File: src/rtl/spi_transmit.sv
// spi_transmit: double-buffered SPI transmitter (target side).
// A word is loaded into a holding register, moved into a shift register when
// a transfer starts, and shifted out MSB first on sdo. Words can follow each
// other with no idle bit between them. If no word is waiting when a transfer
// starts, the module sends an all-zero word and flags an underrun.
module spi_transmit #(
   parameter int MESSAGE_BITS = 8
) (
   input  logic                    spiClk,
   input  logic                    nRst,
   input  logic                    cs,
   input  logic [MESSAGE_BITS-1:0] loadData,
   input  logic                    loadValid,
   output logic                    loadReady,
   output logic                    sdo,
   output logic                    txDone,
   output logic                    underrun,
   output logic                    aborted
);

   localparam int CW = $clog2(MESSAGE_BITS);
   localparam logic [CW-1:0] CNT_LAST = CW'(MESSAGE_BITS - 1);

   typedef enum logic {
      IDLE  = 1'b0,
      SHIFT = 1'b1
   } state_t;

   state_t                  state;
   state_t                  nextState;
   logic [MESSAGE_BITS-1:0] holdReg;
   logic                    holdFull;
   logic [MESSAGE_BITS-1:0] shiftReg;
   logic [CW-1:0]           cnt;

   // Decoded events for the current cycle
   logic startWord;
   logic shiftBit;
   logic wordDone;
   logic abortWord;
   logic stopWord;
   logic consume;
   logic starve;
   logic load;

   // State register; reset is synchronous to spiClk
   // NOTE: sequential state uses <= so every register sees pre-edge values.
   always_ff @(posedge spiClk) begin
      if (!nRst) begin
         state <= IDLE;
      end else begin
         state <= nextState;
      end
   end

   // Next-state logic: cs enters SHIFT from IDLE, dropping cs returns to IDLE
   always_comb begin
      // NOTE: default assignment first so no latch is inferred.
      nextState = state;
      case (state)
         IDLE:    if (cs)  nextState = SHIFT;
         SHIFT:   if (!cs) nextState = IDLE;
         default: nextState = IDLE;
      endcase
   end

   // Output and event decode from the current state and registers
   always_comb begin
      startWord = 1'b0;
      shiftBit  = 1'b0;
      wordDone  = 1'b0;
      abortWord = 1'b0;
      stopWord  = 1'b0;
      case (state)
         IDLE: begin
            startWord = cs;
         end
         SHIFT: begin
            if (cs) begin
               if (cnt == '0) begin
                  // Last bit done: finish this word and start the next one
                  wordDone  = 1'b1;
                  startWord = 1'b1;
               end else begin
                  shiftBit = 1'b1;
               end
            end else begin
               stopWord = 1'b1;
               // A word untouched since its start edge is not an abort
               abortWord = (cnt != CNT_LAST);
            end
         end
         default: ;
      endcase

      consume   = startWord && holdFull;
      starve    = startWord && !holdFull;
      // The flag gates loads directly: a word is accepted only into an empty
      // holding register, even if that register empties on this same edge.
      load      = loadValid && !holdFull;

      loadReady = !holdFull;
      sdo       = (state == SHIFT) ? shiftReg[MESSAGE_BITS-1] : 1'b0;
   end

   // Datapath: holding register, shift register, bit counter and event pulses
   always_ff @(posedge spiClk) begin
      if (!nRst) begin
         holdReg  <= '0;
         holdFull <= 1'b0;
         shiftReg <= '0;
         cnt      <= CNT_LAST;
         txDone   <= 1'b0;
         underrun <= 1'b0;
         aborted  <= 1'b0;
      end else begin
         if (startWord) begin
            shiftReg <= holdFull ? holdReg : '0;
            cnt      <= CNT_LAST;
         end else if (shiftBit) begin
            shiftReg <= shiftReg << 1;
            cnt      <= cnt - 1'b1;
         end else if (stopWord) begin
            shiftReg <= '0;
            cnt      <= CNT_LAST;
         end

         // consume needs a full register and load an empty one, so at most
         // one of these fires on any edge
         if (consume) begin
            holdFull <= 1'b0;
         end else if (load) begin
            holdFull <= 1'b1;
         end

         if (load) begin
            holdReg <= loadData;
         end

         txDone   <= wordDone;
         underrun <= starve;
         aborted  <= abortWord;
      end
   end

endmodule

File: config.mk
export PLATFORM = sky130hd
export DESIGN_NAME = spi_transmit
export DESIGN_NICKNAME = d
export VERILOG_FILES = /design/src/rtl/spi_transmit.sv
export SDC_FILE = /design/constraint.sdc
export NUM_CORES = 1
export LEC_CHECK = 0
export CAP_MARGIN = 10
export CELL_PAD_IN_SITES_DETAIL_PLACEMENT = 1
export CELL_PAD_IN_SITES_GLOBAL_PLACEMENT = 2
export CORE_ASPECT_RATIO = 1.75
export CORE_UTILIZATION = 32
export DETAILED_ROUTE_END_ITERATION = 16
export PLACE_DENSITY_LB_ADDON = 0.15
export SLEW_MARGIN = 25
export SYNTH_ARGS = -nofsm -noshare
export SYNTH_HDL_FRONTEND = slang
export SYNTH_SLANG_ARGS = --single-unit
File: constraint.sdc
create_clock -name spiClk -period 1.9 [get_ports spiClk]
set_input_delay 0.285 -clock spiClk [delete_from_list [all_inputs] [get_ports spiClk]]
set_output_delay 0.285 -clock spiClk [all_outputs]
set_load 0.005 [all_outputs]
==> metrics, run 1 <==
setup TNS=0 ps; Reg2Reg Setup Slack=300 ps; Final min period=1600 ps; # clock sinks=24; Synth cell types=27; worst vdd ir=0.454 mV; diode count=0; via count=779; gr ovfl total=0; power share of the sequential group=54.5%; H-tree depth=1; max_cap viols=0; top-area cell type share of the netlist area=48.4%; CTS Hold Buffers Added=0; first-pass GRT wire length=3.58 mm; vias per inst=5.41; total power=0.975 mW; Ys Warns=0; top cells by area, synth=dfxtp_1 48%, mux2i_1 8.1%, a221o_1 7.1%, nor2b_1 5.7%, and3_1 5.0%; type of the worst min-delay path=flip-flop to flip-flop; period utilization=84.2%; crit-path max FO=7; commonest non-fill, non-tap cells in the layout=24 x dfxtp_1, 16 x clkdlybuf4s50_1, 9 x nor2b_1, 8 x and3_1, 8 x mux2i_1; Num CTS Buffers=3; worst reg2reg endpoint=shiftReg[2]; post_cts resized=0; WP data arrival=1810 ps; Core Region=0.00293 mm²; WL per Instance=14.8 µm; Max clock buf depth=2; routed wire length=2.14 mm; Root Buffer=clkbuf_8; largest net degree at the start of global routing=14; row count=26; share of cells above drive strength 1=9.48%; via count of the first global-routing pass=776; Total GRT Usage=14.4%; unrepaired setup endpoints after global routing=false; Syn Inst Count=97; I/O pins=17; Synth area leader=dfxtp_1; # nets final=132; Clk Latency, worst-skew pair=260 ps; Remaining DRCs=0; final setup skew=4.08 ps; area of the die=0.00334 mm²; r2r startpoint=cnt[0]; CP Launch Type=flip-flop; mean area per synthesized cell=10.2 µm²; CTS tree=done; relative slew slack=57.6%; Routed Antenna Nets=0; status=completed; Gate power share=10.1%; Layout area overhead=25.7%; post-layout util=42.6%; Syn Nets=112; Worst Setup End Kind=flip-flop; Hold EP=shiftReg[1]; PortBufs=16; Post-CTS Setup Inserts=0; Sw Share=22.0%; max-slew violation count=0; sequential fraction of the synthesis area=48.4%; Yosys reg bits=24; DR iter-0 viols=20; part of the power in the clock network=35.4%; top_reg_cell synth=dfxtp_1; die width=44.1 µm; Final setup viols=0; gpl congestion=0.696; DR pass1 iterations=6; Die Y=75.7 µm; clk slew on worst S/H paths=80 ps; endpoints failing hold=0; initial antenna violation count=0; Hold Path Stages=1; ys async rst share=0%; Hold Crit Start=shiftReg[0]; Synth Cell Area=992 µm²; Final HPWL DP=1.56 mm; Internal=0.760 mW; fmax=625 MHz; Post-synth EDFFs=0; commonest non-fill, non-tap cell in the layout=dfxtp_1; r2r worst-path depth=5; critical path required time=2110 ps; Slew @ Worst Pin=636 ps; Starting Density=33.9%; Power Density=782 mW/mm²; leakage power=0.545 nW; switching power=0.215 mW; Worst Setup Path Type=flip-flop to flip-flop
## power by group through the flow
stage | clock network, mW | registers (mW) | logic, mW
4_1_cts | 0.360 | 0.532 | 0.0996
3_3_place_gp | 0 | 0.544 | 0.0969
5_1_grt | 0.376 | 0.534 | 0.108
3_5_place_dp | 0 | 0.544 | 0.0994
2_1_floorplan | 0 | 0.540 | 0.0519
6_report | 0.345 | 0.532 | 0.0981
## flip-flops by register name, indices dropped and copies added (netlist names)
| signal | flops |
|---|---|
| txDone | 1 |
| shiftReg | 8 |
| holdFull | 1 |
| aborted | 1 |
| cnt | 3 |
| state | 1 |
| holdReg | 8 |
| underrun | 1 |
## through the flow
| stage | std cells | worst slack (ps) | cell area [µm²] | hold slack, ps |
|---|---|---|---|---|
| after global placement | 140 | 270 | 1190 | 458 |
| after CTS | 144 | 348 | 1250 | 490 |
| final | 144 | 300 | 1250 | 485 |
| after global routing | 144 | 235 | 1250 | 516 |
| after floorplan | 97 | 485 | 992 | 447 |
| after detailed placement | 140 | 216 | 1190 | 464 |
## critical path, cell delays in order (launching register included)
cell and delay [ps]:
dfxtp_1 340, inv_1 100, ha_1 230, nand2b_4 100
a21oi_1 540, a221o_1 240
## worst max path at each step
stage               cells past startpoint  startpoint     endpoint  slack, ps
finish                                  5      cnt[0]  shiftReg[2]        300
global route                            5      cnt[0]  shiftReg[3]        240
CTS                                     5      cnt[0]  shiftReg[3]        350
detailed placement                      4        nRst  shiftReg[3]        220
global placement                        4        nRst  shiftReg[5]        270
floorplan                               6      cnt[0]  shiftReg[1]        490
## synth_stat cells, types with 3 or more instances
master     n
dfxtp_1   24
mux2i_1    8
clkbuf_1   3
and3_1     8
nand2_1    5
o21ai_0    3
a221o_1    7
ha_1       3
nor2b_1    9
and2_1     3
inv_1      3
## cells by family (layout without fill, tap and decap cells)
kind of cell	count (synthesis)	after routing	share of synthesized area [%]
and+or+nand+nor	36	36	21.8
DFF	24	24	48.4
AOI/OAI and AO/OA	17	17	13.5
buffers and inverters	9	28	4.41
muxes	8	8	8.07
adders and majority gates	3	3	3.78
## per-layer routing
layer	global-route usage (%)	vias to the layer above	wire length [µm]
met2	25.7	8	1120
li1	-	386	-
met5	0	-	0
met1	16.3	381	951
met3	2.13	4	31
met4	7.07	0	36
## area by class of cell
class | instances | area (µm²)
clock buffers | 4 | 55.1
inverters | 3 | 11.3
well taps | 28 | 35.0
fillers | 341 | 1680
flip-flops and latches | 24 | 480
repair buffers | 21 | 198
multi-input cells | 64 | 468
Note: power is estimated with default switching activity, not from simulation.
==> inputs of run 2 (changes only) <==
==> constraint.sdc (replaced) <==
create_clock -name spiClk -period 1.5 [get_ports spiClk]
set_input_delay 0.225 -clock spiClk [delete_from_list [all_inputs] [get_ports spiClk]]
set_output_delay 0.225 -clock spiClk [all_outputs]
set_load 0.005 [all_outputs]
==> run 2 against run 1 <==
Compared with the run above:
- register-to-register slack worse by 220 ps
- flip-flop and latch count unchanged
- die area stayed put
- total power is 27% higher
- hold slack better by 8.6 ps
- clock power increased by 28%
- final cell count grew 0.69%
- final area rose by 2.1%
- first-iteration DRC count is 25% lower
- sequential share of layout area shrank 0.60 points
- setup slack worse by 230 ps
- highest routed layer unchanged
==> metrics, run 2 (same netlist as run 1, synthesis figures left out) <==
row count=26 (unchanged); clk slew on worst S/H paths=90 ps (was 80 ps); Final HPWL DP=1.68 mm (was 1.56 mm); Slew @ Worst Pin=404 ps (was 636 ps); unrepaired setup endpoints after global routing=false (unchanged); placed instance count=141 (was 140); Worst Setup Path Type=flip-flop to output pin (was flip-flop to flip-flop); worst vdd ir=0.672 mV (was 0.454 mV); DR pass1 iterations=5 (was 6); gpl congestion=0.687 (was 0.696); Remaining DRCs=0 (unchanged); # clock sinks=24 (unchanged); I/O pins=17 (unchanged); routed wire length=2.18 mm (was 2.14 mm); Core Region=0.00293 mm² (unchanged); Root Buffer=clkbuf_8 (unchanged); vias per inst=5.37 (was 5.41); Crit path max-delay family=buffers and inverters (was compound AO/OA/AOI/OAI gates); relative slew slack=73.0% (was 57.6%); largest registers=holdReg x8, shiftReg x8, cnt x3 (unchanged); Die Y=75.7 µm (unchanged); crit-path max FO=2 (was 7); Final min period=1430 ps; Post-CTS Setup Inserts=0 (unchanged); Hold WS=494 ps (was 485 ps); via count of the first global-routing pass=794 (was 776); Starting Density=33.9% (unchanged); type of the worst min-delay path=flip-flop to flip-flop (unchanged); initial antenna violation count=0 (unchanged); total power=1.24 mW (was 0.975 mW); status=completed (unchanged); setup TNS=0 ps (unchanged); Max clock buf depth=2 (unchanged); slowest cell delay on critical path=500 ps (was 540 ps); commonest non-fill, non-tap cell in the layout=dfxtp_1 (unchanged); max_cap viols=0 (unchanged); CP Launch Type=flip-flop (unchanged); gr ovfl total=0 (unchanged); die width=44.1 µm (unchanged); slowest CP cell=clkdlybuf4s50_1 (was a21oi_1); crit path buf inv count=1 (unchanged); max-slew violation count=0 (unchanged); area of the die=0.00334 mm² (unchanged); WL per Instance=15.0 µm (was 14.8 µm); final setup skew=5.78 ps (was 4.08 ps); Power Density=975 mW/mm² (was 782 mW/mm²); Total GRT Usage=14.6% (was 14.4%); # nets final=133 (was 132); Worst Setup End Kind=output pin (was flip-flop); PortBufs=16 (unchanged); DR iter-0 viols=15 (was 20); Clk Latency, worst-skew pair=270 ps (was 260 ps); first-pass GRT wire length=3.66 mm (was 3.58 mm); WP data arrival=1210 ps (was 1810 ps); H-tree depth=1 (unchanged); Finished Layout Cells=145 (was 144); critical path required time=1270 ps (was 2110 ps); largest net degree at the start of global routing=14 (unchanged); share of cells above drive strength 1=13.7% (was 9.48%); leakage power=0.547 nW (was 0.545 nW); via count=778 (was 779); period utilization=95.6%; Num CTS Buffers=3 (unchanged); commonest non-fill, non-tap cells in the layout=22 x dfxtp_1, 16 x clkdlybuf4s50_1, 9 x nor2b_1, 8 x and3_1, 8 x mux2i_1 (was 24 x dfxtp_1, 16 x clkdlybuf4s50_1, 9 x nor2b_1, 8 x and3_1, 8 x mux2i_1); worst-path cell chain=and2_1 -> clkdlybuf4s50_1 (was inv_1 -> ha_1 -> nand2b_4 -> a21oi_1 -> a221o_1); fmax=697 MHz; Routed Antenna Nets=0 (unchanged); CTS tree=done (unchanged); Layout area overhead=28.4% (was 25.7%); diode count=0 (unchanged); Final setup viols=0 (unchanged); endpoints failing hold=0 (unchanged)
==> run 2: area by class of cell <==
class	instances	area, µm²
fill	358	1650
multi-input combinational	64	484
sequential	24	483
timing repair buffer	22	205
clock buffer	4	55.1
tap	28	35.0
inverter	3	11.3
==> run 2: worst register-to-register path: stages (launching register included) <==
cell      delay (ps)
dfxtp_1          330
inv_1            140
ha_4             170
nand2b_4          90
and4_4           240
a221o_1          350
==> run 2: metrics by stage <==
stage               instance area, µm²  worst slack, ps  utilization (%)
floorplan                          992             85.4                -
global placement                  1200            -76.2             41.0
detailed placement                1200             -164             41.0
CTS                               1260             26.2             43.0
global route                      1270             3.27             43.5
finish                            1270             66.0             43.5
==> run 2: timing repair <==
item / CTS / global route
hold buffers: 0 / 0
setup endpoints to repair: 7 / 9
pin swaps: 0 / 0
gates resized for setup: 1 / 4
==> run 2: path summary, 6_finish.rpt <==
kind / startpoint / end / slack, ps / cells past startpoint
max reg2reg: cnt[0] / shiftReg[6] / 80 / 5
max: state / sdo / 70 / 2
min reg2reg: shiftReg[0] / shiftReg[1] / 490 / 1
min: shiftReg[0] / shiftReg[1] / 490 / 1
==> run 2: metal layers <==
layer	global-route usage [%]	wire length, µm
met1	16.6	940
met2	26.0	1160
met3	2.84	48
met4	6.06	35
met5	0	0
==> run 2: where the power goes <==
| part | leakage (nW) | switching [mW] | total, mW | internal (mW) |
|---|---|---|---|---|
| registers | 0.196 | 0.0144 | 0.674 | 0.660 |
| clock network | 0.0288 | 0.205 | 0.440 | 0.234 |
| logic | 0.322 | 0.0557 | 0.128 | 0.0721 |
